<file path="src/rtl/pl_mem_pkg.sv">
// Shared types and default widths for the pipeline memory arbiter.
// Imported by the arbiter top and its starvation counter.
package pl_mem_pkg;

    localparam int PL_ADDR_W = 32;
    localparam int PL_DATA_W = 32;

    typedef enum logic [1:0] {
        IDLE    = 2'd0,
        BUSY_IF = 2'd1,
        BUSY_DM = 2'd2
    } arb_state_t;

    typedef enum logic [1:0] {
        GNT_NONE = 2'd0,
        GNT_IF   = 2'd1,
        GNT_DM   = 2'd2
    } grant_t;

endpackage

</file>
<file path="src/rtl/pl_arb_starve_cnt.sv">
// Saturating count of consecutive DM grants taken while a fetch was waiting.
// at_max_o tells the arbiter to force the next grant to the fetch port.
module pl_arb_starve_cnt
    import pl_mem_pkg::*;
#(
    parameter int STARVE_MAX = 4
) (
    input  logic clk,
    input  logic rst,
    input  logic inc_i,
    input  logic clr_i,
    output logic at_max_o
);

    localparam int CNT_W = $clog2(STARVE_MAX + 1);
    localparam logic [CNT_W-1:0] CNT_MAX = CNT_W'(STARVE_MAX);

    logic [CNT_W-1:0] cnt_q;
    logic [CNT_W-1:0] cnt_d;

    // clear wins over increment; increment saturates at CNT_MAX
    always_comb begin
        cnt_d = cnt_q;
        if (clr_i) begin
            cnt_d = '0;
        end else if (inc_i && (cnt_q != CNT_MAX)) begin
            cnt_d = cnt_q + CNT_W'(1);
        end else begin
            cnt_d = cnt_q;
        end
    end

    // counter register
    always_ff @(posedge clk or posedge rst) begin
        if (rst) begin
            cnt_q <= '0;
        end else begin
            cnt_q <= cnt_d;
        end
    end

    assign at_max_o = (cnt_q == CNT_MAX);

endmodule

</file>
<file path="src/rtl/pl_mem_arbiter.sv">
// Single-port memory arbiter between instruction fetch and data memory ports.
// DM has priority; a bounded starvation counter guarantees fetch progress.
module pl_mem_arbiter
    import pl_mem_pkg::*;
#(
    parameter int ADDR_W     = PL_ADDR_W,
    parameter int DATA_W     = PL_DATA_W,
    parameter int STARVE_MAX = 4
) (
    input  logic                  clk,
    input  logic                  rst,
    input  logic                  if_req_i,
    input  logic [ADDR_W-1:0]     if_addr_i,
    output logic [DATA_W-1:0]     if_rdata_o,
    output logic                  if_valid_o,
    output logic                  if_stall_o,
    input  logic                  dm_req_i,
    input  logic                  dm_we_i,
    input  logic [ADDR_W-1:0]     dm_addr_i,
    input  logic [DATA_W-1:0]     dm_wdata_i,
    input  logic [DATA_W/8-1:0]   dm_wstrb_i,
    output logic [DATA_W-1:0]     dm_rdata_o,
    output logic                  dm_valid_o,
    output logic                  dm_stall_o,
    output logic                  mem_req_o,
    output logic                  mem_we_o,
    output logic [ADDR_W-1:0]     mem_addr_o,
    output logic [DATA_W-1:0]     mem_wdata_o,
    output logic [DATA_W/8-1:0]   mem_wstrb_o,
    input  logic [DATA_W-1:0]     mem_rdata_i,
    input  logic                  mem_ack_i
);

    localparam int STRB_W = DATA_W / 8;

    arb_state_t          state_q, state_d;
    grant_t              gnt_s;
    logic                mem_req_q, mem_req_d;
    logic                mem_we_q, mem_we_d;
    logic [ADDR_W-1:0]   mem_addr_q, mem_addr_d;
    logic [DATA_W-1:0]   mem_wdata_q, mem_wdata_d;
    logic [STRB_W-1:0]   mem_wstrb_q, mem_wstrb_d;
    logic                discard_q, discard_d;
    logic                starve_at_max_s;
    logic                starve_inc_s;
    logic                starve_clr_s;

    // grant decision; only IDLE can start a transaction
    always_comb begin
        gnt_s = GNT_NONE;
        if (state_q == IDLE) begin
            if (dm_req_i && !(if_req_i && starve_at_max_s)) begin
                gnt_s = GNT_DM;
            end else if (if_req_i) begin
                gnt_s = GNT_IF;
            end else begin
                gnt_s = GNT_NONE;
            end
        end else begin
            gnt_s = GNT_NONE;
        end
    end

    assign starve_inc_s = (gnt_s == GNT_DM) && if_req_i;
    assign starve_clr_s = (gnt_s == GNT_IF) || ((state_q == IDLE) && !if_req_i);

    pl_arb_starve_cnt #(
        .STARVE_MAX (STARVE_MAX)
    ) u_starve_cnt (
        .clk      (clk),
        .rst      (rst),
        .inc_i    (starve_inc_s),
        .clr_i    (starve_clr_s),
        .at_max_o (starve_at_max_s)
    );

    // next state and next memory-side register values
    always_comb begin
        state_d     = state_q;
        mem_req_d   = mem_req_q;
        mem_we_d    = mem_we_q;
        mem_addr_d  = mem_addr_q;
        mem_wdata_d = mem_wdata_q;
        mem_wstrb_d = mem_wstrb_q;
        discard_d   = discard_q;
        case (state_q)
            IDLE: begin
                case (gnt_s)
                    GNT_DM: begin
                        state_d     = BUSY_DM;
                        mem_req_d   = 1'b1;
                        mem_we_d    = dm_we_i;
                        mem_addr_d  = dm_addr_i;
                        mem_wdata_d = dm_wdata_i;
                        mem_wstrb_d = dm_we_i ? dm_wstrb_i : '0;
                    end
                    GNT_IF: begin
                        state_d     = BUSY_IF;
                        mem_req_d   = 1'b1;
                        mem_we_d    = 1'b0;
                        mem_addr_d  = if_addr_i;
                        mem_wdata_d = '0;
                        mem_wstrb_d = '0;
                    end
                    default: begin
                        state_d = IDLE;
                    end
                endcase
            end
            BUSY_IF: begin
                // a fetch dropped mid-flight still completes, but its data is discarded
                if (mem_ack_i) begin
                    state_d   = IDLE;
                    mem_req_d = 1'b0;
                    discard_d = 1'b0;
                end else if (!if_req_i) begin
                    discard_d = 1'b1;
                end else begin
                    discard_d = discard_q;
                end
            end
            BUSY_DM: begin
                if (mem_ack_i) begin
                    state_d   = IDLE;
                    mem_req_d = 1'b0;
                end else begin
                    state_d   = BUSY_DM;
                end
            end
            default: begin
                state_d   = IDLE;
                mem_req_d = 1'b0;
                discard_d = 1'b0;
            end
        endcase
    end

    // state and registered memory-side outputs
    always_ff @(posedge clk or posedge rst) begin
        if (rst) begin
            state_q     <= IDLE;
            mem_req_q   <= 1'b0;
            mem_we_q    <= 1'b0;
            mem_addr_q  <= '0;
            mem_wdata_q <= '0;
            mem_wstrb_q <= '0;
            discard_q   <= 1'b0;
        end else begin
            state_q     <= state_d;
            mem_req_q   <= mem_req_d;
            mem_we_q    <= mem_we_d;
            mem_addr_q  <= mem_addr_d;
            mem_wdata_q <= mem_wdata_d;
            mem_wstrb_q <= mem_wstrb_d;
            discard_q   <= discard_d;
        end
    end

    assign mem_req_o   = mem_req_q;
    assign mem_we_o    = mem_we_q;
    assign mem_addr_o  = mem_addr_q;
    assign mem_wdata_o = mem_wdata_q;
    assign mem_wstrb_o = mem_wstrb_q;

    assign if_valid_o  = (state_q == BUSY_IF) && mem_ack_i && !discard_q;
    assign dm_valid_o  = (state_q == BUSY_DM) && mem_ack_i;
    assign if_rdata_o  = mem_rdata_i;
    assign dm_rdata_o  = mem_rdata_i;
    assign if_stall_o  = if_req_i && !if_valid_o;
    assign dm_stall_o  = dm_req_i && !dm_valid_o;

endmodule

</file>
<file path="config.mk">
export PLATFORM = sky130hd
export DESIGN_NAME = pl_mem_arbiter
export DESIGN_NICKNAME = d
export VERILOG_FILES = /design/src/rtl/pl_mem_pkg.sv /design/src/rtl/pl_arb_starve_cnt.sv /design/src/rtl/pl_mem_arbiter.sv
export SDC_FILE = /design/constraint.sdc
export NUM_CORES = 1
export LEC_CHECK = 0
export CORE_AREA = 2 2 106 108
export DETAILED_ROUTE_END_ITERATION = 7
export DIE_AREA = 0 0 108 110
export GPL_TIMING_DRIVEN = 0
export HOLD_SLACK_MARGIN = 0.03
export PLACE_DENSITY_LB_ADDON = 0.05
export SLEW_MARGIN = 20
export SYNTH_ARGS = -nofsm -noshare
export SYNTH_HDL_FRONTEND = slang
export SYNTH_SLANG_ARGS = --single-unit
</file>
<file path="constraint.sdc">
create_clock -name clk -period 5.72 [get_ports clk]
set_clock_uncertainty 0.05 [all_clocks]
set_input_delay 1.144 -clock clk [delete_from_list [all_inputs] [get_ports clk]]
set_output_delay 1.144 -clock clk [all_outputs]
set_load 0.01 [all_outputs]
</file>
# Yosys cells after proc, flatten, opt, wreduce, memory -nomap -nowiden
# Cells that the tools add are included.
[word_totals]
n_memories = 0
output_inout_bits = 138
input_bits = 138
reg_bits = 76
ram_bits = 0
romBits = 0
latchBits = 0
[op_classes]
eq_ne = 10
shift = 0
reduce_logical = 25
mux = 20
bitwise_logic = 1
n_lt_le_gt_ge = 0
add_sub_neg = 1
n_div = 0
n_mul = 0
[op_table]
columns = ["cell", "count"]
rows = [
  ["32-bit one-hot mux with 2 select lines", 2],
  ["1-bit logical AND", 10],
  ["2-bit two-way mux", 4],
  ["4-bit one-hot mux with 2 select lines", 1],
  ["3-bit two-way mux", 2],
  ["3-bit != test, second input constant", 2],
  ["1-bit one-hot mux with 2 select lines", 3],
  ["2-bit one-hot mux with 3 select lines", 1],
  ["2-bit AND reduction", 3],
  ["2-bit OR reduction", 3],
  ["1-bit zero test", 5],
  ["1-bit two-way mux", 5],
  ["2-bit by 1-bit equality test with 1-bit output, second input constant", 2],
  ["2-bit equality test, second input constant", 2],
  ["4-bit two-way mux", 1],
  ["2-bit != test, second input constant", 2],
  ["2-bit one-hot mux with 2 select lines", 1],
  ["2-bit nonzero test", 2],
  ["3-bit by 1-bit adder with 3-bit output, second input constant", 1],
  ["3-bit equality test, second input constant", 1],
  ["2-bit zero test", 1],
  ["2-bit by 1-bit != test with 1-bit output, second input constant", 1],
  ["1-bit logical OR", 1],
  ["1-bit inverter", 1],
]

# Depth between registers and ports, before layout
# Gate-level depths: netlist (run 1).
[depth]
depth_word = 11
ltp_mapped = 12
ltp_nobuf = 9

# Hierarchy
# A second synthesis (run 1) with hierarchy kept.
[hier_totals]
hier_cells = 413
hier_area_um2 = 4102.7
[modules_own_cells]
columns = ["module", "cells_per_inst", "n_inst", "area_per_inst_um2", "seq_area_each_um2"]
rows = [
  ["pl_mem_arbiter", 394, 1, 3901.2, 1826.8],
  ["pl_arb_starve_cnt", 19, 1, 201.4, 75.1],
]

# Worst setup path after synthesis (run 1)
# No wires, ideal clock.
[synth_timing]
kind = "input to output"
start = "input port mem_ack_i"
end = "output port dm_stall_o"
cell_stages = 2
arrival_ns = 1.524
setup_slack_ns = 3.002
path_cell_list = "and2_1 nor2b_1"
[synth_between]
elab_chain_len = 3
[synth_rtl]
columns = ["element", "line_no", "text"]
rows = [
  ["start, declared", "pl_mem_arbiter.sv:31", "input logic mem_ack_i"],
  ["1-bit logical AND", "pl_mem_arbiter.sv:166", "assign dm_valid_o = (state_q == BUSY_DM) && mem_ack_i;"],
  ["1-bit zero test", "pl_mem_arbiter.sv:170", "assign dm_stall_o = dm_req_i && !dm_valid_o;"],
  ["1-bit logical AND", "pl_mem_arbiter.sv:170", ""],
  ["end, declared", "pl_mem_arbiter.sv:24", "output logic dm_stall_o,"],
]
# Every way passes these cells.

# Final worst setup path (run 1)
# Ends and elaborated chain as after synthesis.

==> reports/qor.txt, run 1 <==
Initial drt markers - 71
Via count - 3709
Fillers - 917
Commonest non-fill, non-tap cell in the layout - clkdlybuf4s50_1
Placed Instance Area - 6710 µm²
Root Driver - clkbuf_8
Largest family of logic cells by synthesized area - buffers and inverters
Dpl hpwl - 9370 µm
TritonCTS clock tree - built
Kind of critical path - in -> out
First-pass GRT wire length - 18100 µm
CTS Buf Count - 9
Vias in the first global route - 3723
Final core occ - 0.652
Drt wl/cell - 14.4 µm
Port-buffer cells - 242
Post-CTS Setup Repair Bufs - 0
DRC viols - 0
Post-synthesis cell area - 4080 µm²
Drt total wl - 11700 µm
Global route total overflow - 0
Setup crit end kind - primary output
Seq/Total Area, Yosys - 0.466
Vias per cell - 4.57
Reg clk slew, reported paths - 0.07 ns
Largest net degree at the start of global routing - 45
Period minus WS final - 3.66 ns
Number of synthesized flops with an enable pin - 0
Unrepaired setup endpoints after global routing - no
Setup slack after layout - 2.06 ns
Pwr dens - 418 nW/µm²
Most common flop cell mapped by yosys - dfrtp_1
Slew Limit Fails - 0
Total Nets Final - 813
Die area - 11900 µm²
Inst Count DP - 796
Share of layout cells above drive strength 1 - 0.158
Antenna Cells - 0
Hold_buf cts - 0
Die H - 110 µm
Die W - 108 µm
Leakage power - 3.06 nW
Post-synth cell types - 33
Post-synthesis simple-gate area fraction - 0.145
Synthesis-stage register bit count - 76
Sinks on the clock net - 76
Pre-CTS WS - 2.05 ns
Ys async rst share - 1.00
Final setup viols - 0
Avg Cell Area, Syn - 9.88 µm²
Max_cap viols - 0
1st-pass router iterations - 4
Worst Path Arrival - 2.47 ns
CORE AREA - 10700 µm²
Peak VDD IR - 0.193 mV
Top Ports - 276
Ratio of final minimum period to clock period - 0.640
Post-synthesis xor/xnor area fraction - 0
Final std cells w/o fill - 812
Max Fclk - 273 MHz
Row Count - 38
Min-Delay Path Class - reg -> reg
Final hold viol count - 0
Initial antenna violation count - 0
Warnings from Yosys - 0
Latest clock arrival within the worst-skew pair - 0.34 ns
Mux cell area share after synthesis - 0.0785
P&R area growth vs syn - 70.9%
Max-slew headroom - 0.692
Fin Setup TNS - 0 ns
Critical Path Fanout Max - 5
Starting Density - 0.381
Post_cts resized - 0
Worst Setup Start Kind - primary input
Req. time, crit path - 4.53 ns
Max Root-Sink Buffers - 2
Outcome - finished clean
Most frequent cells in the layout - 242 x clkdlybuf4s50_1, 76 x dfrtp_1, 70 x nand2_1
Placer congestion estimate - 0.785
Synthesized Nets - 559
H-Tree Depth - 3
Final instance area - 6970 µm²
Worst-Margin Slew - 0.462 ns
Synth Area in Compound Gates - 0.114
Post-synthesis adder-cell area fraction - 0.0245
Post-route ant nets - 0
Synth Instances - 413
Total GRT Usage - 0.195
## flip-flops by register name, summed over array words and instances, names as in the netlist
name and flops:
mem_wdata_o 32, discard_q 1, mem_req_o 1, mem_we_o 1, mem_addr_o 32, u_starve_cnt.cnt_q 3, state_q 2, mem_wstrb_o 4
## synthesized netlist by cell type, types with 2 or more instances
library cell,n,area share
inv_1,6,0.0055
a22o_1,4,0.0086
a21oi_1,3,0.0037
buf_4,65,0.12
nand3_1,2,0.0025
ha_1,8,0.025
nor2_1,4,0.0037
o21ai_0,15,0.018
nand2_1,70,0.064
buf_6,13,0.036
dfrtp_1,76,0.47
clkbuf_2,2,0.0025
and3_1,2,0.0031
nand2b_1,33,0.051
and2_1,2,0.0031
o21ai_1,46,0.056
a21o_1,2,0.0037
nor2b_1,3,0.0046
clkbuf_1,6,0.0055
mux2i_1,32,0.079
o21ai_2,6,0.013
buf_2,2,0.0025
## area by class of cell
type	count	area, µm²	area share
Tap cell	140	175	0.0251
Clock inverter	4	120	0.0172
Clock buffer	12	145	0.0208
Multi-Input combinational cell	243	1480	0.212
Timing Repair Buffer	243	2450	0.351
Sequential cell	76	1900	0.273
Buffer	88	677	0.0971
Inverter	6	25.0	0.00359
## through the flow
stage          power, mW  hold slack [ns]
6_report            2.91            0.439
2_1_floorplan       1.64            0.411
4_1_cts             2.95            0.443
3_3_place_gp        2.36            0.411
3_5_place_dp        2.41            0.419
5_1_grt             3.13            0.468
## path summary, 6_finish.rpt
path / cells past startpoint / slack [ns] / endpoint / start
setup / recovery: 4 / 2.06 / dm_stall_o / mem_ack_i
setup reg to reg: 9 / 3.26 / mem_wdata_o[0] / state_q[0]
max in group asynchronous: 3 / 3.93 / mem_addr_o[8] / rst
hold reg to reg: 2 / 0.44 / mem_wdata_o[2] / mem_wdata_o[2]
min in group asynchronous: 2 / 1.12 / mem_wdata_o[21] / rst
hold / removal: 2 / 0.44 / mem_wdata_o[2] / mem_wdata_o[2]
## kinds of logic (layout without fill, tap and decap cells)
kind of cell	count (synthesis)	after routing
multiplexers	32	32
flip-flops	76	76
AND/OR/NAND/NOR	122	122
adder cells (fa/ha/maj)	8	8
buffers and inverters	94	353
AO/OA/AOI/OAI	81	81
## layer usage
layer  part of all wire  track usage  vias up
met1               0.40        0.238     1728
met3              0.066       0.0423       24
met2               0.50        0.335      153
li1                   -            -     1804
met4              0.027       0.0815        0
met5                  0            0        -
## critical path, stage by stage
cell and delay, ns:
clkdlybuf4s50_1 0.48, and2_1 0.20, nor2b_1 0.10, clkdlybuf4s50_1 0.54
## power by group
part	switching, mW	internal [mW]
clock	0.191	0.347
sequential	0.123	0.781
combinational	0.669	0.802
total	0.983	1.93
(Power assumes the default switching activity.)
==> run 2, diff against run 1 <==
--- a/config.mk
+++ b/config.mk
@@ -5,9 +5,9 @@
 export SDC_FILE = /design/constraint.sdc
 export NUM_CORES = 1
 export LEC_CHECK = 0
-export CORE_AREA = 2 2 106 108
+export CORE_ASPECT_RATIO = 1.5
+export CORE_UTILIZATION = 36
 export DETAILED_ROUTE_END_ITERATION = 7
-export DIE_AREA = 0 0 108 110
 export GPL_TIMING_DRIVEN = 0
 export HOLD_SLACK_MARGIN = 0.03
 export PLACE_DENSITY_LB_ADDON = 0.05
==> constraint.sdc (replaced) <==
create_clock -name clk -period 3.6 [get_ports clk]
set_clock_uncertainty 0.05 [all_clocks]
set_input_delay 0.72 -clock clk [delete_from_list [all_inputs] [get_ports clk]]
set_output_delay 0.72 -clock clk [all_outputs]
set_load 0.01 [all_outputs]
==> run 2 against run 1 <==
  * Register-to-register slack lost 2.2 ns
  * Critical path depth is the same
  * Worst setup slack got worse by 1.3 ns
  * Largest power group unchanged
==> reports/qor.txt, run 2 (synthesized netlist as in run 1, its figures left out) <==
Worst Setup Start Kind - primary input
Post-route ant nets - 0 (unchanged)
Vias per cell - 4.55 (-0.29%)
Drt wl/cell - 14.6 µm (+1.2%)
Drt total wl - 12000 µm (+2.1%)
H-Tree Depth - 3 (unchanged)
Dpl hpwl - 9460 µm (+1.0%)
1st-pass router iterations - 4 (unchanged)
Pre-CTS WS - 0.745 ns (-1.31 ns)
DRC viols - 0 (unchanged)
Latest clock arrival within the worst-skew pair - 0.33 ns (about the same)
Die area - 11800 µm² (-0.94%)
Final setup viols - 0 (unchanged)
Worst Path Arrival - 2.08 ns (-0.39 ns)
Min-Delay Path Class - reg -> reg
Starting Density - 0.369 (-0.0123)
Via count - 3730 (+0.57%)
CORE AREA - 11100 µm² (+3.3%)
Port-buffer cells - 242 (unchanged)
Placer congestion estimate - 0.737 (-6.0%)
Fillers - 982 (+7.1%)
Req. time, crit path - 2.83 ns (-1.70 ns)
Peak VDD IR - 0.347 mV (+80%)
Max Fclk - 351 MHz
Root Driver - clkbuf_16
Hold depth - 2 (unchanged)
Slew Limit Fails - 0 (unchanged)
Period minus WS final - 2.85 ns
TritonCTS clock tree - built
Commonest non-fill, non-tap cell in the layout - clkdlybuf4s50_1
Setup slack after layout - 0.753 ns (-1.31 ns)
Reg clk slew, reported paths - 0.06 ns (about the same)
Total GRT Usage - 0.205 (+0.0102)
Post_cts resized - 0 (unchanged)
Placed Instance Area - 6720 µm² (+0.13%)
Max-slew headroom - 0.703 (+0.0105)
Final hold viol count - 0 (unchanged)
P&R area growth vs syn - 71.6%
Kind of critical path - in -> out
Die H - 132 µm (+20%)
Sinks on the clock net - 76 (unchanged)
Max_cap viols - 0 (unchanged)
Vias in the first global route - 3726 (+0.081%)
Leakage power - 3.08 nW (+0.49%)
Global route total overflow - 0 (unchanged)
Final instance area - 7000 µm² (+0.39%)
Initial antenna violation count - 0 (unchanged)
R2R depth - 9 (unchanged)
Most frequent cells in the layout - 242 x clkdlybuf4s50_1, 76 x dfrtp_1, 70 x nand2_1
Antenna Cells - 0 (unchanged)
Outcome - finished clean
Max Root-Sink Buffers - 2 (unchanged)
CTS Buf Count - 9 (unchanged)
Largest net degree at the start of global routing - 58 (+29%)
Pwr dens - 663 nW/µm² (+59%)
Top Ports - 276 (unchanged)
Critical Path Fanout Max - 5 (unchanged)
Total Nets Final - 813 (unchanged)
Die W - 88.9 µm (-18%)
Initial drt markers - 121 (+70%)
Row Count - 47 (+24%)
Setup crit end kind - primary output
Hold_buf cts - 0 (unchanged)
Tot Pwr - 4.64 mW (+59%)
First-pass GRT wire length - 18400 µm (+1.9%)
Share of layout cells above drive strength 1 - 0.159 (+0.00149)
Worst-Margin Slew - 0.446 ns (-0.0158 ns)
Unrepaired setup endpoints after global routing - no
Ratio of final minimum period to clock period - 0.791
Post-CTS Setup Repair Bufs - 0 (unchanged)
run 2: cell types whose count changed in the layout (fill, tap and decap cells not counted), sizes merged:
cell / delta
clkbuf: -2
clkinv: +5
bufinv: -3
run 2: layer usage:
metal / GRT usage / wire, µm / part of all wire
met5: 0 / 0 / 0
met3: 0.0520 / 831 / 0.069
met1: 0.227 / 4450 / 0.37
met4: 0.0789 / 318 / 0.027
met2: 0.365 / 6360 / 0.53
run 2: through the flow:
step	util	setup TNS, ns	hold WS (ns)	cells
2_1_floorplan	-	0	0.411	413
3_3_place_gp	0.605	-30.54	0.412	802
3_5_place_dp	0.607	0	0.420	803
6_report	0.633	0	0.429	819
5_1_grt	0.633	0	0.444	819
4_1_cts	0.633	0	0.430	819
run 2: final cells by class:
cell class                      instances  area (µm²)  share of cell area
Buffer                                 88         677              0.0967
Clock buffer                           10         229              0.0327
Clock inverter                          6        55.1             0.00787
Inverter                                6        25.0             0.00358
Multi-Input combinational cell        243        1480               0.211
Sequential cell                        76        1900               0.272
Tap cell                              147         184              0.0263
Timing Repair Buffer                  243        2450               0.350
run 2: path summary, 6_finish.rpt:
kind	startpoint	to	slack (ns)
max	mem_ack_i	dm_stall_o	0.75
min	mem_addr_o[10]	mem_addr_o[10]	0.43
max reg2reg	state_q[0]	mem_wdata_o[29]	1.08
min reg2reg	mem_addr_o[10]	mem_addr_o[10]	0.43
max in group asynchronous	rst	u_starve_cnt.cnt_q[0]	2.29
min in group asynchronous	rst	mem_wdata_o[18]	0.64
run 2: critical path, cell delays in order:
cell and delay [ns]:
clkdlybuf4s50_1 0.48, and2_1 0.21, nor2b_1 0.12, clkdlybuf4s50_1 0.55
run 2: where the power goes:
group | switching, mW | total, mW | internal, mW
registers | 0.191 | 1.44 | 1.24
logic | 1.07 | 2.34 | 1.27
clock network | 0.334 | 0.865 | 0.530
total | 1.59 | 4.64 | 3.05
==> run 3, diff against run 2 <==
==> constraint.sdc (replaced) <==
create_clock -name clk -period 3 [get_ports clk]
set_clock_uncertainty 0.05 [all_clocks]
set_input_delay 0.6 -clock clk [delete_from_list [all_inputs] [get_ports clk]]
set_output_delay 0.6 -clock clk [all_outputs]
set_load 0.01 [all_outputs]
==> results of run 3 <==
Same layout as run 2 (identical final DEF). Status: finished clean.
Among the figures that moved: setup slack after placement 0.745 ns -> 0.330 ns; setup slack after layout 0.753 ns -> 0.393 ns; register-to-register setup slack 1.08 ns -> 0.48 ns; total power 4.64 mW -> 5.57 mW; worst IR drop on VDD 0.347 mV -> 0.416 mV
